**src/rtl/enemy_scan_ctrl.sv**
```systemverilog
// Multi-enemy combat controller: sequences one shared hit-test unit across enemy slots and owns HP, respawn timers and score.
// Optional macro RESPAWN_STAGGER_EN: at most one slot (lowest index) respawns per divided tick.
module enemy_scan_ctrl #(
    parameter int unsigned ENEMY_NUM    = 8,
    parameter int unsigned RESPAWN_TIME = 200,
    parameter int unsigned FRAME_DIV    = 4,
    parameter int unsigned MAX_HP       = 100,
    parameter int unsigned DAMAGE       = 100
) (
    input  logic       Clk,
    input  logic       Reset_n,
    input  logic       frame_clk,
    input  logic       Attack_On,
    output logic       Chk_Valid,
    output logic [2:0] Chk_Slot,
    input  logic       Chk_Ready,
    input  logic       Rsp_Valid,
    input  logic       Rsp_Hit,
    output logic [7:0] Enemy_Alive,
    output logic [7:0] Score,
    output logic       Scan_Busy,
    output logic       Scan_Overrun
);

    localparam int unsigned SLOT_W       = 3;
    localparam int unsigned HP_W         = 7;
    localparam int unsigned TMR_W        = 8;
    localparam int unsigned DIV_W        = (FRAME_DIV > 1) ? $clog2(FRAME_DIV) : 1;
    localparam int unsigned ALIVE_ALL_I  = (1 << ENEMY_NUM) - 1;
    localparam logic [7:0]       ALIVE_ALL = 8'(ALIVE_ALL_I);
    localparam logic [HP_W-1:0]  HP_MAX    = HP_W'(MAX_HP);
    localparam logic [HP_W-1:0]  DMG       = HP_W'(DAMAGE);
    localparam logic [TMR_W-1:0] TMR_END   = TMR_W'(RESPAWN_TIME);
    localparam logic [DIV_W-1:0] DIV_LAST  = DIV_W'(FRAME_DIV - 1);

    typedef enum logic [1:0] {S_IDLE, S_ISSUE, S_WAIT} state_t;

    state_t            r_state;
    logic              r_frm_d1;
    logic              r_frm_d2;
    logic [DIV_W-1:0]  r_div_cnt;
    logic [SLOT_W-1:0] r_slot;
    logic              r_chk_valid;
    logic              r_busy;
    logic              r_overrun;
    logic [7:0]        r_score;
    logic [7:0]        r_alive;
    logic [HP_W-1:0]   r_hp    [ENEMY_NUM];
    logic [TMR_W-1:0]  r_timer [ENEMY_NUM];

    logic                 w_tick;
    logic                 w_div_tick;
    logic                 w_last;
    logic                 w_rsp_hit;
    logic                 w_score_inc;
    logic [7:0]           w_alive_nxt;
    logic [ENEMY_NUM-1:0] w_expired;
    logic [ENEMY_NUM-1:0] w_grant;
    logic [HP_W-1:0]      w_hp_nxt  [ENEMY_NUM];
    logic [TMR_W-1:0]     w_tmr_nxt [ENEMY_NUM];

    assign w_tick     = r_frm_d1 & ~r_frm_d2;
    assign w_div_tick = w_tick && (r_div_cnt == DIV_LAST);
    assign w_last     = (r_slot == SLOT_W'(ENEMY_NUM - 1));
    assign w_rsp_hit  = (r_state == S_WAIT) && Rsp_Valid && Rsp_Hit;

    always_comb begin : expire_detect
        w_expired = '0;
        for (int i = 0; i < int'(ENEMY_NUM); i++) begin
            w_expired[i] = w_div_tick && (r_hp[i] == '0) && (r_timer[i] == TMR_END);
        end
    end

    // Staggered mode: scanning downward leaves only the lowest expired slot granted.
    always_comb begin : respawn_grant
        w_grant = '0;
`ifdef RESPAWN_STAGGER_EN
        for (int i = int'(ENEMY_NUM) - 1; i >= 0; i--) begin
            if (w_expired[i]) begin
                w_grant    = '0;
                w_grant[i] = 1'b1;
            end
        end
`else
        w_grant = w_expired;
`endif
    end

    // Respawn is applied first so a same-cycle hit lands on the refreshed HP.
    always_comb begin : slot_next
        logic [HP_W-1:0] hp_base;
        w_score_inc = 1'b0;
        w_alive_nxt = '0;
        hp_base     = '0;
        for (int i = 0; i < int'(ENEMY_NUM); i++) begin
            hp_base     = w_grant[i] ? HP_MAX : r_hp[i];
            w_hp_nxt[i] = hp_base;
            if ((r_hp[i] != '0) || w_grant[i]) begin
                w_tmr_nxt[i] = '0;
            end else if (w_div_tick && !w_expired[i]) begin
                w_tmr_nxt[i] = r_timer[i] + TMR_W'(1);
            end else begin
                w_tmr_nxt[i] = r_timer[i];
            end
            if (w_rsp_hit && (r_slot == SLOT_W'(i))) begin
                w_hp_nxt[i] = (hp_base > DMG) ? (hp_base - DMG) : '0;
                if ((hp_base != '0) && (hp_base <= DMG)) begin
                    w_score_inc  = 1'b1;
                    w_tmr_nxt[i] = '0;
                end
            end
            w_alive_nxt[i] = (w_hp_nxt[i] != '0);
        end
    end

    always_ff @(posedge Clk or negedge Reset_n) begin
        if (!Reset_n) begin
            r_state     <= S_IDLE;
            r_frm_d1    <= 1'b0;
            r_frm_d2    <= 1'b0;
            r_div_cnt   <= '0;
            r_slot      <= '0;
            r_chk_valid <= 1'b0;
            r_busy      <= 1'b0;
            r_overrun   <= 1'b0;
            r_score     <= '0;
            r_alive     <= ALIVE_ALL;
            for (int i = 0; i < int'(ENEMY_NUM); i++) begin
                r_hp[i]    <= HP_MAX;
                r_timer[i] <= '0;
            end
        end else begin
            r_frm_d1 <= frame_clk;
            r_frm_d2 <= r_frm_d1;
            if (w_tick) begin
                r_div_cnt <= (r_div_cnt == DIV_LAST) ? '0 : r_div_cnt + DIV_W'(1);
            end
            if (w_tick && Attack_On && (r_state != S_IDLE)) begin
                r_overrun <= 1'b1;
            end
            for (int i = 0; i < int'(ENEMY_NUM); i++) begin
                r_hp[i]    <= w_hp_nxt[i];
                r_timer[i] <= w_tmr_nxt[i];
            end
            r_alive <= w_alive_nxt;
            if (w_score_inc && (r_score != 8'hFF)) begin
                r_score <= r_score + 8'd1;
            end

            case (r_state)
                S_IDLE: begin
                    if (w_tick && Attack_On) begin
                        r_state <= S_ISSUE;
                        r_slot  <= '0;
                        r_busy  <= 1'b1;
                    end
                end
                S_ISSUE: begin
                    if (!r_alive[r_slot]) begin
                        if (w_last) begin
                            r_state <= S_IDLE;
                            r_busy  <= 1'b0;
                        end else begin
                            r_slot <= r_slot + SLOT_W'(1);
                        end
                    end else if (!r_chk_valid) begin
                        r_chk_valid <= 1'b1;
                    end else if (Chk_Ready) begin
                        r_chk_valid <= 1'b0;
                        r_state     <= S_WAIT;
                    end
                end
                S_WAIT: begin
                    if (Rsp_Valid) begin
                        if (w_last) begin
                            r_state <= S_IDLE;
                            r_busy  <= 1'b0;
                        end else begin
                            r_slot  <= r_slot + SLOT_W'(1);
                            r_state <= S_ISSUE;
                        end
                    end
                end
                default: begin
                    r_state <= S_IDLE;
                end
            endcase
        end
    end

    assign Chk_Valid    = r_chk_valid;
    assign Chk_Slot     = r_slot;
    assign Enemy_Alive  = r_alive;
    assign Score        = r_score;
    assign Scan_Busy    = r_busy;
    assign Scan_Overrun = r_overrun;

endmodule

```
**config.mk**
```make
export PLATFORM = sky130hd
export DESIGN_NAME = enemy_scan_ctrl
export DESIGN_NICKNAME = d
export VERILOG_FILES = /design/src/rtl/enemy_scan_ctrl.sv
export SDC_FILE = /design/constraint.sdc
export NUM_CORES = 1
export LEC_CHECK = 0
export ABC_AREA = 1
export CORE_ASPECT_RATIO = 0.6
export CORE_MARGIN = 1.5
export CORE_UTILIZATION = 25
export CTS_BUF_LIST = sky130_fd_sc_hd__clkbuf_4
export CTS_CLUSTER_DIAMETER = 50
export DETAILED_ROUTE_END_ITERATION = 10
export SETUP_SLACK_MARGIN = 0.2
export SLEW_MARGIN = 5
export SYNTH_ARGS = -nofsm -noshare
export SYNTH_HDL_FRONTEND = slang
export SYNTH_SLANG_ARGS = --single-unit
```
**constraint.sdc**
```tcl
create_clock -name Clk -period 2.9 [get_ports Clk]
set_input_delay 0.29 -clock Clk [delete_from_list [all_inputs] [get_ports Clk]]
set_output_delay 0.29 -clock Clk [all_outputs]
set_load 0.01 [all_outputs]
```
After elaboration in Yosys (flattened, before gate mapping)
Index checks and enable logic that the tools add are counted.

cells by class
  magnitude comparators = 17
  equality and inequality tests = 25
  reduce and logical (&&, ||, !) cells = 101
  $add $sub $neg = 19
  multiplexer cells = 95
  bitwise logic cells = 2

operators by type and width
  cell                                                                    number
  8-bit two-way mux                                                       32
  7-bit two-way mux                                                       24
  7-bit nonzero test                                                      24
  8-bit by 1-bit adder with 8-bit output (second input constant)          9
  8-bit equality test (second input constant)                             8
  7-bit greater-than comparator (second input constant)                   8
  7-bit <= comparator (second input constant)                             8
  7-bit zero test                                                         8
  7-bit subtractor (second input constant)                                8
  1-bit logical AND                                                       46
  1-bit two-way mux                                                       24
  2-bit two-way mux                                                       7
  3-bit equality test (second input constant)                             4
  3-bit two-way mux                                                       4
  3-bit != test (second input constant)                                   3
  3-bit case mux with 3 select lines                                      1
  1-bit zero test                                                         8
  1-bit logical OR                                                        8
  8-bit != test (second input constant)                                   1
  3-bit by 2-bit equality test with 1-bit output (second input constant)  2
  2-bit != test (second input constant)                                   3
  2-bit case mux with 3 select lines                                      1
  5-bit AND reduction                                                     1
  2-bit equality test (second input constant)                             2
  other kinds (15)                                                        15

word-level totals
  input bits = 7
  bits in registers = 148
  logic and storage cells = 285
  output and inout port bits = 22

Depth between registers and ports, before layout
Gate-level depths: netlist of run 1.

  word-level depth = 25
  gate-level depth with buffers = 21

Worst setup path before layout of run 1
No wires, ideal clock.

  path kind = register to register
  from = reg r_div_cnt[0]
  to = reg r_score[2], in the netlist Score[2]
  slack = 559 ps
  cell stages (with the launch flop) = 18
  path buffers = 1
  library setup time = 66 ps
  data arrival time = 2,275 ps
  data required time = 2,834 ps
  cell sequence = dfrtp_1 -> ha_1 -> nand2_8 -> inv_8 -> buf_6 -> nand3_1 -> inv_1 -> nor2_1 -> ha_1 -> nor3b_1 -> nand4_1 -> nand3_1 -> nand2_2 -> nor2_4 -> nand2_4 -> nand2_4 -> nand2_1 -> nand2_1

between the ends
  word-level cells in the longest chain between the ends = 24
  elaborated cells on any way between the ends = 67
  those cells by class = order compare (8); eq/ne (1); mux (24); reduce/logical (34)

RTL lines
  item                                                       RTL line  RTL
  from (decl)                                                41        logic [DIV_W-1:0] r_div_cnt;
  from (signal assigned)                                     136       r_div_cnt <= (r_div_cnt == DIV_LAST) ? '0 : r_div_cnt + DIV_W'(1);
  2-bit equality test (*)                                    63        assign w_div_tick = w_tick && (r_div_cnt == DIV_LAST);
  1-bit logical AND (*)                                      63
  1-bit logical AND (2 in series)                            70        w_expired[i] = w_div_tick && (r_hp[i] == '0) && (r_timer[i] == TMR_END);
  7-bit two-way mux                                          96        hp_base = w_grant[i] ? HP_MAX : r_hp[i];
  7-bit <= comparator or 7-bit nonzero test (tied branches)  107       if ((hp_base != '0) && (hp_base <= DMG)) begin
  1-bit logical AND                                          107
  1-bit two-way mux                                          107
  1-bit two-way mux                                          105       if (w_rsp_hit && (r_slot == SLOT_W'(i))) begin
  (+7 left out)                                              --
  1-bit two-way mux                                          105
  1-bit two-way mux                                          107
  1-bit two-way mux                                          105
  1-bit two-way mux                                          107
  1-bit two-way mux                                          105
  1-bit two-way mux                                          107
  1-bit two-way mux (*)                                      105
  1-bit logical AND (*)                                      146       if (w_score_inc && (r_score != 8'hFF)) begin
  to (signal assigned)                                       147       r_score <= r_score + 8'd1;
  to (decl)                                                  46        logic [7:0] r_score;

Mark *: on every way between the ends. The rest lies on a longest branch, timed or not.
A chain may end at the register's enable or synchronous reset.

Worst setup path in the final report of run 1
  from = reg r_timer[8] (netlist bit)
  to = reg r_score[7], in the netlist Score[7]

between the ends
  word-level cells in the longest chain between the ends = 10
  elaborated cells on any way between the ends = 11
  those cells by class = order compare (1); eq/ne (1); mux (5); reduce/logical (4)

RTL lines
  item                                                       RTL line  RTL
  from (decl)                                                49        logic [TMR_W-1:0] r_timer [ENEMY_NUM];
  from (signal, indexed assignment)                          143       r_timer[i] <= w_tmr_nxt[i];
  8-bit equality test (*)                                    70
  1-bit logical AND (*)                                      70
  7-bit two-way mux (*)                                      96
  7-bit <= comparator or 7-bit nonzero test (tied branches)  107
  1-bit logical AND (*)                                      107
  1-bit two-way mux (*)                                      107
  1-bit two-way mux (*)                                      105
  1-bit two-way mux                                          107
  1-bit two-way mux (*)                                      105
  1-bit logical AND (*)                                      146

Marked as above.

==> metrics.csv, run 1 <==
metric;value;unit
Final Net Count;1167;
Pleak;4.31;nW
pin count of the biggest net entering global routing;62;
first-pass GRT wire length;32.3;mm
commonest cells after routing, fill and taps aside;161 x nand2_1, 158 x inv_1, 137 x nor2_1;
first-pass iteration count of the detailed router;5;
die area;35400;sq um
GP Congestion;0.838;
reg2reg end;Score[7];
worst path required time;3380;ps
worst-path cell chain;inv_1 > ha_1 > nand2_1 > nor3_1 > nand3_2 > nand2_1 > inv_1 > ha_1 > inv_1 > nor2_1 > nand4_1 > nand3_2 > nand2_2 > nor2_4 > nand2_4 > nand2_4 > nand2_1 > nand2_1;
First DRT Iteration DRCs;501;
overall routed net length;19.4;mm
crit path max fanout;9;
Most used DFF post-synth;dfrtp_1;
fillers;3547;
post-route insts no fill;1581;
clock transition at the registers of the reported paths;140;ps
Worst Skew;23.7;ps
Reg area;3740;sq um
CP max stage cell;dfrtp_1;
Worst R2R Path Depth;18;
R2R Setup Slk;380;ps
pwr/cell area;542;nW/um^2
Post-Syn Area;8570;sq um
Via density;4.44;
core area;33700;sq um
PortBufs;28;
sequential-to-total area share from yosys stat;0.437;
Setup violations, final;0;
Synth Area in Compound Gates;0.0716;
row count;52;
final hold vios;0;
Yosys top cell area share;0.339;
largest family of logic cells by synthesized area;simple AND/OR/NAND/NOR gates;
XOR/XNOR share of the synthesized area;0.0368;
proportion of synthesized area in mux cells;0.00131;
clock buffer depth;2;
Ports;29;
Post-synth EDFFs;0;
TritonCTS clock tree;built;
number of buffers created by CTS;17;
CP Capture Type;flip-flop;
final setup TNS;0;ps
type of the most critical hold path;primary input to asynchronous set/reset pin;
Starting Density;0.254;
Post-DP HPWL;14.0;mm
library cells used by synthesis;47;
synthesized area per cell;8.22;sq um
Setup CP Type;flip-flop to flip-flop;
most common cell after layout, fill and taps aside;nand2_1;
CP peak stage delay;440;ps
layout cell share with drive strength beyond 1;0.142;
Reg2Reg Launch Point;r_timer[8];
overflow left after global routing;0;
most frequent CP cell;nand2_1;
instance count of the mapped netlist;1042;
Die Y;146;um
ys async rst share;1.00;
Synth Register Bits;148;
Mapped Nets;1101;
DRC;0;
gr usage total;0.112;
vias in the first global route;6341;
H-Tree Depth;4;
placed cell count;1538;
Adder-Cell Fraction of Synth Area;0.0760;
Crit path max-delay family;simple AND/OR/NAND/NOR gates;
Die X-Extent;242;um
WP buf/inv;3;
root buffer cell;clkbuf_4;
simple-gate share of the synthesized area;0.300;
max_slew headroom;0.688;
Synth-to-Final Area Change;16.1;%
multi-input combinational cell area;4270;sq um
per-cell routed wire length;12.2;um
Synth area leader;dfrtp_1;
outcome;complete, no violations;
Tot Pwr;5.39;mW
post-route ant nets;0;
Peak supply drop;0.311;mV
CTS sink cnt;148;
via count;7021;
MaxCap Viol Count;0;
Yosys warning total;0;
RSZ-0062 raised after global routing;yes;
Final Cycle Share;0.868;
crit path launch type;flip-flop;
minimum clock period;2520;ps
synth top area cells;dfrtp_1 34%, dfstp_2 9.8%, ha_1 7.6%, inv_1 7.1%, nand2_1 7.1%;
Worst-Margin Slew;463;ps
Peak Freq;397;MHz
worst skew pair latency;570;ps
Crit path arrival time;3000;ps
initial antenna violation count;1;
max-slew violations;0;
[worst register-to-register path, stage by stage (launching register included)]
cell and delay (ps):
dfrtp_1 440, inv_1 110, ha_1 170, nand2_1 70
nor3_1 200, nand3_2 170, nand2_1 130, inv_1 80
ha_1 180, inv_1 60, nor2_1 40, nand4_1 100
nand3_2 130, nand2_2 150, nor2_4 70, nand2_4 120
nand2_4 100, nand2_1 80, nand2_1 50
[state kept, by name, indices dropped and copies added (netlist names)]
register / cells
Chk_Valid: 1
r_state: 2
r_div_cnt: 2
Enemy_Alive: 8
r_timer: 64
r_frm_d1: 1
Scan_Overrun: 1
r_hp: 56
Chk_Slot: 3
Scan_Busy: 1
Score: 8
r_frm_d2: 1
[how the worst max path moves through the flow]
| stage | startpoint | to | cells after the start |
|---|---|---|---|
| floorplan | r_div_cnt[0] | Score[2] | 17 |
| global placement | r_div_cnt[0] | Score[4] | 19 |
| detailed placement | r_div_cnt[0] | Score[7] | 19 |
| CTS | r_div_cnt[0] | Score[7] | 19 |
| global route | r_timer[17] | Score[1] | 20 |
| finish | r_timer[8] | Score[7] | 18 |
[synth_stat cells, types with 5 or more instances]
library cell and count:
nor3b_1 12, o22ai_1 6, ha_1 52, or2_2 6, nand4_1 32, nor2_2 6
nand2_2 7, dfrtp_1 116, dfstp_2 32, a211oi_1 11, nor3_1 25, inv_1 162
nor2_4 5, a21oi_1 39, nor2_1 148, nand2_1 161, o21ai_0 32, nand3_2 8
inv_2 5, xor2_1 23, nand3_1 90, xnor2_1 13
[cells by family after synthesis]
| kind of cell | Yosys count |
|---|---|
| compound gates | 107 |
| mux | 1 |
| fa+ha+maj | 52 |
| simple gates | 527 |
| flops | 148 |
| buf+inv | 171 |
| xor+xnor | 36 |
[cell type report]
| type | instances | share of cell area |
|---|---|---|
| Multi-Input combinational cell | 723 | 0.429 |
| Clock buffer | 19 | 0.0143 |
| Clock inverter | 13 | 0.0117 |
| Timing Repair Buffer | 50 | 0.0468 |
| Sequential cell | 148 | 0.376 |
| Tap cell | 459 | 0.0577 |
| Antenna cell | 1 | 0.000252 |
| Inverter | 168 | 0.0641 |
[layer usage]
layer / track usage / up-vias / wire, um
met5: 0 / - / 0
met4: 0.0325 / 0 / 193
met3: 0.0254 / 15 / 756
met2: 0.150 / 121 / 7740
met1: 0.176 / 3355 / 10700
li1: - / 3530 / -
[stage by stage]
stage | instance area [sq um] | hold slack, ps | utilization | worst slack, ps
final | 9950 | 122 | 0.295 | 382
after global routing | 9950 | 78.1 | 0.295 | 168
after CTS | 9770 | 78.3 | 0.290 | 201
after detailed placement | 9500 | 167 | 0.282 | 236
after global placement | 9500 | 164 | 0.282 | 271
after floorplan | 8570 | -5.59 | - | 559
[power breakdown]
| group | internal (mW) | switching (mW) | total [mW] | leakage (nW) |
|---|---|---|---|---|
| clock network | 0.511 | 0.757 | 1.27 | 0.144 |
| logic | 0.523 | 0.987 | 1.51 | 2.35 |
| registers | 2.40 | 0.206 | 2.61 | 1.82 |
[repair_timing]
action / CTS / global route
endpoints found under the setup margin: 0 / 55
buffers inserted: 0 / 9
resized for setup: 0 / 31
hold buffers: 1 / 0
endpoints found under the hold margin: 117 / 0
Power figures use the tool's default switching activity.
==> run 2: changes to the inputs <==
--- a/config.mk
+++ b/config.mk
@@ -8,7 +8,7 @@
 export ABC_AREA = 1
 export CORE_ASPECT_RATIO = 0.6
 export CORE_MARGIN = 1.5
-export CORE_UTILIZATION = 25
+export CORE_UTILIZATION = 34
 export CTS_BUF_LIST = sky130_fd_sc_hd__clkbuf_4
 export CTS_CLUSTER_DIAMETER = 50
 export DETAILED_ROUTE_END_ITERATION = 10
==> metrics.csv, run 2 (same netlist as run 1, synthesis figures left out) <==
metric;value;unit
Reg2Reg Launch Point;r_timer[48];
Setup WS post-layout;399;ps
share of total power in the clock network;0.244;
pwr/cell area;550;nW/um^2
max-slew violations;0;
type of the most critical hold path;primary input to flip-flop;
NetSw;1.97;mW
first-pass iteration count of the detailed router;5;
row count;44;
core area;24400;sq um
final hold vios;0;
min-delay src;frame_clk;
crit path launch type;flip-flop;
minimum hold slack;140;ps
initial antenna violation count;1;
RSZ-0062 raised after global routing;yes;
CP max stage cell;dfrtp_1;
most common cell after layout, fill and taps aside;nand2_1;
PortBufs;28;
worst-path cell chain;inv_1 > ha_1 > nand3_1 > nor2_4 > nand3_2 > nand2_1 > inv_1 > ha_1 > and3_1 > nand4_1 > nand3_1 > nand3_2 > nor2_4 > nand2_4 > nand2_4 > nand2_1 > nand2_1;
Worst-Margin Slew;642;ps
Pleak;4.31;nW
TritonCTS clock tree;built;
worst skew pair latency;590;ps
max_slew headroom;0.572;
Reg power frac;0.485;
most frequent CP cell;nand2_1;
layout cell share with drive strength beyond 1;0.148;
via count;6819;
Sw Share;0.365;
CP peak stage delay;420;ps
Critical path origin;r_timer[48];
Final Net Count;1164;
post-route ant nets;0;
commonest cells after routing, fill and taps aside;161 x nand2_1, 159 x inv_1, 133 x nor2_1;
Synth-to-Final Area Change;14.4;%
number of buffers created by CTS;17;
worst path required time;3400;ps
clock transition at the registers of the reported paths;140;ps
GP Congestion;0.855;
final setup TNS;0;ps
CTS sink cnt;148;
CP Capture Type;flip-flop;
Peak Freq;400;MHz
First DRT Iteration DRCs;385;
Setup violations, final;0;
gr usage total;0.152;
overflow left after global routing;0;
root buffer cell;clkbuf_4;
vias in the first global route;6498;
clock buffer depth;2;
Ports;29;
Combinational Power Share;0.271;
Final Cycle Share;0.862;
per-cell routed wire length;12.9;um
DRC;0;
Biggest register;r_timer;
Worst Skew;21.5;ps
pin count of the biggest net entering global routing;69;
internal power;3.42;mW
Die Y;126;um
Crit path arrival time;3010;ps
number of flip-flops in the largest register;64;
H-Tree Depth;4;
crit path max fanout;9;
Regs by FF count;r_timer (64), r_hp (56);
MaxCap Viol Count;0;
die area;26200;sq um
Starting Density;0.350;
first-pass GRT wire length;32.0;mm
Post-Place Setup Slack;157;ps
outcome;complete, no violations;
minimum clock period;2500;ps
Via density;4.73;
Die X-Extent;208;um
Setup CP Type;flip-flop to flip-flop;
Peak supply drop;0.262;mV
overall routed net length;18.6;mm
Post-DP HPWL;13.6;mm
[run 2: cell count changes in the layout (fill, tap and decap cells not counted), moves of 2 or more]
cell        delta
buf_4          -3
nor2_2         +5
nor3b_2        +2
clkinv_2       -4
nor2_1         -4
clkinvlp_4     +5
nand3_2        +4
inv_2          -2
nand3_1        -3
nor3b_1        -2
[run 2: worst max-delay path: cells and delay by family, from the launching register on]
family,cells,cell delay (ps)
flip-flops,1,420
adder cells (fa/ha/maj),2,340
AND/OR/NAND/NOR,13,1440
buffers and inverters,2,210
[run 2: path summary, 6_finish.rpt]
path | to | cells past startpoint | slack, ps
hold / removal | r_frm_d1 | 1 | 140
min in group asynchronous | r_timer[29] | 2 | 260
setup reg to reg | Score[2] | 17 | 400
setup / recovery | Score[2] | 17 | 400
hold reg to reg | r_frm_d2 | 0 | 410
max in group asynchronous | r_hp[19] | 3 | 1870
[run 2: layout make-up]
cell class,count,area [sq um]
inverter,168,641
sequential,148,3740
antenna,1,2.50
fill,2492,14600
multi-input combinational,723,4280
tap,322,403
timing repair buffer,47,452
clock inverter,14,139
clock buffer,18,135
[run 2: power groups by stage]
| stage | registers, mW | logic, mW | clock network, mW |
|---|---|---|---|
| 2_1_floorplan | 2.61 | 1.01 | 0 |
| 3_3_place_gp | 2.63 | 1.42 | 0 |
| 3_5_place_dp | 2.63 | 1.42 | 0 |
| 4_1_cts | 2.60 | 1.43 | 1.37 |
| 5_1_grt | 2.66 | 1.67 | 1.46 |
| 6_report | 2.61 | 1.46 | 1.31 |
[run 2: through the flow]
stage / instances / instance area [sq um] / utilization / power, mW
final: 1441 / 9800 / 0.401 / 5.38
after global routing: 1441 / 9800 / 0.401 / 5.79
after CTS: 1433 / 9630 / 0.394 / 5.39
after detailed placement: 1400 / 9340 / 0.382 / 4.06
after global placement: 1400 / 9340 / 0.382 / 4.05
after floorplan: 1042 / 8570 / - / 3.61
[run 2: per-layer routing]
metal | global-route usage | wire, um | up-vias
met5 | 0 | 0 | -
met3 | 0.0322 | 773 | 19
met1 | 0.233 | 10400 | 3166
met2 | 0.208 | 7200 | 109
met4 | 0.0498 | 243 | 0
li1 | - | - | 3525
[run 2: timing repair]
item,CTS,global route
resized for setup,2,34
setup endpoints to repair,12,45
pin swaps,0,4
cloned,0,0
buffers inserted,0,7
hold buffers,1,0
endpoints found under the hold margin,52,0
